==> src/rtl/complex_mul_pipe.sv <==
// Three-stage pipelined signed fixed-point complex multiplier (optionally A*conj(B)).
// Stall-all valid/ready handshake; rounding, saturation/wrap and overflow flags on the output stage.
module complex_mul_pipe #(
    parameter int W     = 8,
    parameter int FRAC  = 4,
    parameter int ROUND = 0,
    parameter int SAT   = 1
) (
    input  logic         clk,
    input  logic         rst_n,
    input  logic         in_valid,
    output logic         in_ready,
    input  logic [W-1:0] a,
    input  logic [W-1:0] aj,
    input  logic [W-1:0] b,
    input  logic [W-1:0] bj,
    input  logic         conj_b,
    output logic         out_valid,
    input  logic         out_ready,
    output logic [W-1:0] c,
    output logic [W-1:0] cj,
    output logic         ovf,
    output logic         ovf_sticky,
    input  logic         clr
);

    localparam int PW = 2 * W;
    localparam int SW = 2 * W + 2;

    localparam logic signed [SW-1:0] MAX_S = {{(SW-W+1){1'b0}}, {(W-1){1'b1}}};
    localparam logic signed [SW-1:0] MIN_S = {{(SW-W+1){1'b1}}, {(W-1){1'b0}}};
    localparam logic signed [SW-1:0] RND_S = (ROUND != 0) ?
        ({{(SW-1){1'b0}}, 1'b1} << (FRAC - 1)) : {SW{1'b0}};

    // Round, shift and range-limit one component; returns {overflow, value}.
    function automatic logic [W:0] scale_f(input logic signed [SW-1:0] x);
        logic signed [SW-1:0] y;
        logic                 o;
        logic [W-1:0]         v;
        y = (x + RND_S) >>> FRAC;
        if (y > MAX_S) begin
            o = 1'b1;
            v = (SAT != 0) ? MAX_S[W-1:0] : y[W-1:0];
        end else if (y < MIN_S) begin
            o = 1'b1;
            v = (SAT != 0) ? MIN_S[W-1:0] : y[W-1:0];
        end else begin
            o = 1'b0;
            v = y[W-1:0];
        end
        return {o, v};
    endfunction

    logic                 adv_s;
    logic                 v1_r, v2_r;
    logic                 conj1_r, conj2_r;
    logic signed [W-1:0]  a_r, aj_r, b_r, bj_r;
    logic signed [PW-1:0] p_ab_r, p_ajbj_r, p_abj_r, p_ajb_r;
    logic signed [SW-1:0] re_s, im_s;
    logic [W-1:0]         c_s, cj_s;
    logic                 ovf_re_s, ovf_im_s;

    assign adv_s    = !out_valid || out_ready;
    assign in_ready = adv_s;

    // Stage 1: operand capture.
    always_ff @(posedge clk or negedge rst_n) begin
        if (!rst_n) begin
            v1_r    <= 1'b0;
            conj1_r <= 1'b0;
            a_r     <= '0;
            aj_r    <= '0;
            b_r     <= '0;
            bj_r    <= '0;
        end else if (adv_s) begin
            v1_r    <= in_valid;
            conj1_r <= conj_b;
            a_r     <= a;
            aj_r    <= aj;
            b_r     <= b;
            bj_r    <= bj;
        end
    end

    // Stage 2: four full-precision partial products.
    always_ff @(posedge clk or negedge rst_n) begin
        if (!rst_n) begin
            v2_r     <= 1'b0;
            conj2_r  <= 1'b0;
            p_ab_r   <= '0;
            p_ajbj_r <= '0;
            p_abj_r  <= '0;
            p_ajb_r  <= '0;
        end else if (adv_s) begin
            v2_r     <= v1_r;
            conj2_r  <= conj1_r;
            p_ab_r   <= PW'(a_r) * PW'(b_r);
            p_ajbj_r <= PW'(aj_r) * PW'(bj_r);
            p_abj_r  <= PW'(a_r) * PW'(bj_r);
            p_ajb_r  <= PW'(aj_r) * PW'(b_r);
        end
    end

    // Stage 3 combinational: sums are re-signed rather than negating operands, so -2^(W-1) is safe.
    always_comb begin
        re_s     = '0;
        im_s     = '0;
        c_s      = '0;
        cj_s     = '0;
        ovf_re_s = 1'b0;
        ovf_im_s = 1'b0;
        if (conj2_r) begin
            re_s = SW'(p_ab_r) + SW'(p_ajbj_r);
            im_s = SW'(p_ajb_r) - SW'(p_abj_r);
        end else begin
            re_s = SW'(p_ab_r) - SW'(p_ajbj_r);
            im_s = SW'(p_abj_r) + SW'(p_ajb_r);
        end
        {ovf_re_s, c_s}  = scale_f(re_s);
        {ovf_im_s, cj_s} = scale_f(im_s);
    end

    // Stage 3 register: results only change when a valid sample advances into it.
    always_ff @(posedge clk or negedge rst_n) begin
        if (!rst_n) begin
            out_valid <= 1'b0;
            c         <= '0;
            cj        <= '0;
            ovf       <= 1'b0;
        end else if (adv_s) begin
            out_valid <= v2_r;
            if (v2_r) begin
                c   <= c_s;
                cj  <= cj_s;
                ovf <= ovf_re_s | ovf_im_s;
            end
        end
    end

    // Sticky overflow; clear wins over a coincident set.
    always_ff @(posedge clk or negedge rst_n) begin
        if (!rst_n) begin
            ovf_sticky <= 1'b0;
        end else if (clr) begin
            ovf_sticky <= 1'b0;
        end else if (out_valid && out_ready && ovf) begin
            ovf_sticky <= 1'b1;
        end
    end

endmodule
==> config.mk <==
export PLATFORM = sky130hd
export DESIGN_NAME = complex_mul_pipe
export DESIGN_NICKNAME = d
export VERILOG_FILES = /design/src/rtl/complex_mul_pipe.sv
export SDC_FILE = /design/constraint.sdc
export NUM_CORES = 1
export LEC_CHECK = 0
export ABC_AREA = 1
export CORE_MARGIN = 2
export CORE_UTILIZATION = 33
export CTS_CLUSTER_SIZE = 24
export DETAILED_ROUTE_END_ITERATION = 8
export GPL_TIMING_DRIVEN = 1
export PLACE_DENSITY = 0.48
export SYNTH_ARGS = -nofsm -noshare
export SYNTH_HDL_FRONTEND = slang
export SYNTH_SLANG_ARGS = --single-unit
export TNS_END_PERCENT = 1
==> constraint.sdc <==
create_clock -name clk -period 12.8 [get_ports clk]
set_input_delay 2.56 -clock clk [delete_from_list [all_inputs] [get_ports clk]]
set_output_delay 2.56 -clock clk [all_outputs]
set_load 0.03 [all_outputs]
Word-level counts from Yosys, hierarchy flattened. Cells that the tools add are included. W data, S select, Z words.

Add/subtract/negate cells: 4. Multiply operators: 4. Magnitude comparators: 4. Multiplexer cells: 12. Bitwise operators: 1. Reductions and logical operators: 6.

Operators by type and width (count): $mul A8 B8 Y16 (4); $mux W18 (2); $add A16 B16 Y17 (2); $sub A16 B16 Y17 (2); $mux W8 (4); $gt A14 B8 Y1 const B (2); $lt A14 B8 Y1 const B (2); $mux W1 (6); $logic_and A1 B1 Y1 (2); $reduce_and A2 Y1 (1); $reduce_bool A2 Y1 (1); $logic_not A1 Y1 (1); $logic_or A1 B1 Y1 (1); $or A1 B1 Y1 (1).

Flip-flop bits (word level): 119. Input bits: 38.

Logic depth before layout (Yosys ltp).
Depth after elaboration: 6. Gate-level depth with buffers: 25. Gate-level depth less buffers: 25.

Worst setup path before layout. OpenSTA, ideal clock, no wires.

Path type: input-to-output. From: input out_ready. To: output in_ready. Arrival: 3488 ps. Required time: 10240 ps. Setup slack: 6752 ps. Stages: 4. Buffers on the path: 2. Path through: nor2_1 -> inv_2 -> clkbuf_1 -> buf_1.

Longest elaborated chain between the ends: 1.

Ends and longest elaborated chain: start, declared (RTL line 19) `input logic out_ready,`; $logic_or A1 B1 Y1 (RTL line 63) `assign adv_s = !out_valid || out_ready;`; end, declared (RTL line 12) `output logic in_ready,`.

No other way between the ends.

Final worst setup path. Ends and elaborated chain as after synthesis.

==> flow_metrics.tcl <==
set metrics [dict create \
    grt_pass1_vias 14300 \
    detail_route.wl_per_cell_um 14.5 \
    whs_ns 0.481 \
    crit_fanout 52 \
    port_buffers 57 \
    reg2reg_slack_ns 7.63 \
    fin_ws_ns 5.45 \
    maxCapViolations 0 \
    cts-root-buf "clkbuf_16" \
    crit_type "in2out" \
    clk_path_buf_depth 2 \
    rsz0062_at_grt "no" \
    yosysTopAreaCell "fa_1" \
    critPathCaptureType "output pin" \
    synthToLayoutAreaGrowth_pct 10.2 \
    core_area_um2 52300 \
    synth_edf_count 0 \
    timing.rr.end "p_ab_r[15]" \
    tightest_slew_ns 0.882 \
    async_flop_share_pct 100 \
    clk_pin_slew_worst_paths_ns 0.06 \
    clk_latency_ns 0.48 \
    grt_max_degree 77 \
    synth_ff_type "dfrtp_1" \
    final_nets 2799 \
    grt_pass1_wl_um 74900 \
    yosys-top-cells-count "nand2_1 (707), inv_1 (592), fa_1 (220)" \
    slew_violations 0 \
    synth_cells 2388 \
    worst_setup_path_start_kind "input pin" \
    firstDrtPassIters 7 \
    hold_buffers 0 \
    wirelength_um 44900 \
    io_pins 58 \
    worstPathRequired_ns 10.24 \
    timing.rr.start "b_r[2]" \
    post_cts_resized 0 \
    top_usage_layer "met2" \
    cts_made_buffers 17 \
    syn-num-nets 2794 \
    yosysWarnings 0 \
    die_h_um 234 \
    worstHoldStart "v2_r" \
    cts_setup_buffers 0 \
    cts_num_sinks 119 \
    synth_area_um2 17400 \
    finalClockSkew_ns 0.0123 \
    cts_tree "built" \
    vias 14000 \
    row_count 84 \
    routabilityCongestion 0.866 \
    crit_path_end "in_ready" \
    antenna_found_initial 0 \
    drc_errors 0 \
    ys_seq_area_share_pct 17.1 \
    drt_iter0_markers 796 \
    grt.total_usage_pct 17.7 \
    synth_cell_types 36 \
    min_period_over_period_pct 57.4 \
    synth_most_common_cell "nand2_1" \
    synth_area_leaders "fa_1 (25%), dfrtp_1 (17%), nand2_1 (15%), inv_1 (13%), ha_1 (11%)" \
    post-place-ws_ns 5.46 \
    dpl.hpwl_um 35600 \
    final_hold_viol_count 0 \
    hold_path.class "reg2reg" \
    ant_nets 0 \
    cts-htree-levels 4 \
    worst-r2r-cell-count 18 \
    period_needed_ns 7.35 \
    arrival_ns 4.79 \
    vias_per_cell 4.54 \
    groute.layer.met2.usage_pct 27.6 \
    start_util_pct 33.3 \
    antennaDiodeCount 0 \
    met1_usage_pct 25.0 \
    setup-violations-final 0 \
    die-area_um2 54600 \
    grt_overflow_total 0 \
    worstSetupStartpoint "out_ready" \
    setup_tns_ns 0 \
    outcome "finished clean" \
    drive_above_1_share_pct 3.70 \
    synth_top_area_share_pct 25.3 \
    fp.dieW_um 234 \
    ys_seq_elements 119 \
    use_met3_pct 2.70 \
    synth.avg_cell_area_um2 7.29 \
    fmax_mhz 136 \
    slew_headroom_pct 41.2 \
]
[cell families (layout without fill, tap and decap cells)]
kind of cell	Yosys count	count (layout)	synth area share, %
buf+inv	679	696	14.7
fa+ha+maj	368	368	35.9
xor+xnor	79	79	3.97
simple gates	935	935	21.6
flops	119	119	17.1
compound gates	208	208	6.70
[worst max-delay path: stages]
cell and delay (ns):
clkdlybuf4s50_1 0.53, nor2_4 0.05, buf_4 0.28, inv_4 0.51, clkdlybuf4s50_1 0.78
[metrics by stage]
step / instance area (um2) / util (%) / std cells
global placement: 18600 / 35.5 / 3062
detailed placement: 18600 / 35.5 / 3062
floorplan: 17400 / - / 2388
global route: 19200 / 36.7 / 3093
CTS: 19200 / 36.7 / 3093
finish: 19200 / 36.7 / 3093
[layout make-up]
type | count | area (um2)
clock inverter | 13 | 145
inverter | 600 | 2250
tap | 688 | 861
fill | 5592 | 33200
sequential | 119 | 2980
clock buffer | 18 | 439
multi-input combinational | 1590 | 11900
timing repair buffer | 65 | 628
[sequential cells by signal, summed over array words and instances, names as in the netlist, 16 cells and up]
name,count
p_ajbj_r,16
p_abj_r,16
p_ajb_r,16
p_ab_r,16
[layer usage]
layer  wire length, um  part of all wire (%)
met4              1030                   2.3
met1             22300                    50
met5                 0                     0
met3              1790                   4.0
met2             19700                    44
[worst min path at each step]
stage / endpoint / slack (ns) / cells past startpoint
6_report: out_valid / 0.48 / 2
5_1_grt: out_valid / 0.51 / 2
4_1_cts: out_valid / 0.48 / 2
3_5_place_dp: out_valid / 0.46 / 2
3_3_place_gp: out_valid / 0.46 / 2
2_1_floorplan: out_valid / 0.44 / 2
[layout by cell type, fill, tap and decap left out, drive strengths merged]
cell,synthesis,final
a21oi,69,69
ha,148,148
nand4,9,9
nand2,720,720
a21o,10,10
xor2,46,46
fa,220,220
bufinv,0,2
a221oi,1,1
o22ai,1,1
a31oi,23,23
and3,2,2
clkinvlp,0,3
o21ai,89,89
nor2,102,102
clkdlybuf4s50,0,56
clkbuf,76,18
buf,2,9
xnor2,33,33
o2111ai,2,2
or2,13,13
o31ai,6,6
and2,1,1
dfrtp,119,119
nand3,73,73
clkinv,0,4
inv,600,604
nor3,15,15
o21bai,7,7
Power is not shown: default switching activity piles up to over one toggle a cycle in this logic, so the estimate is an artifact.
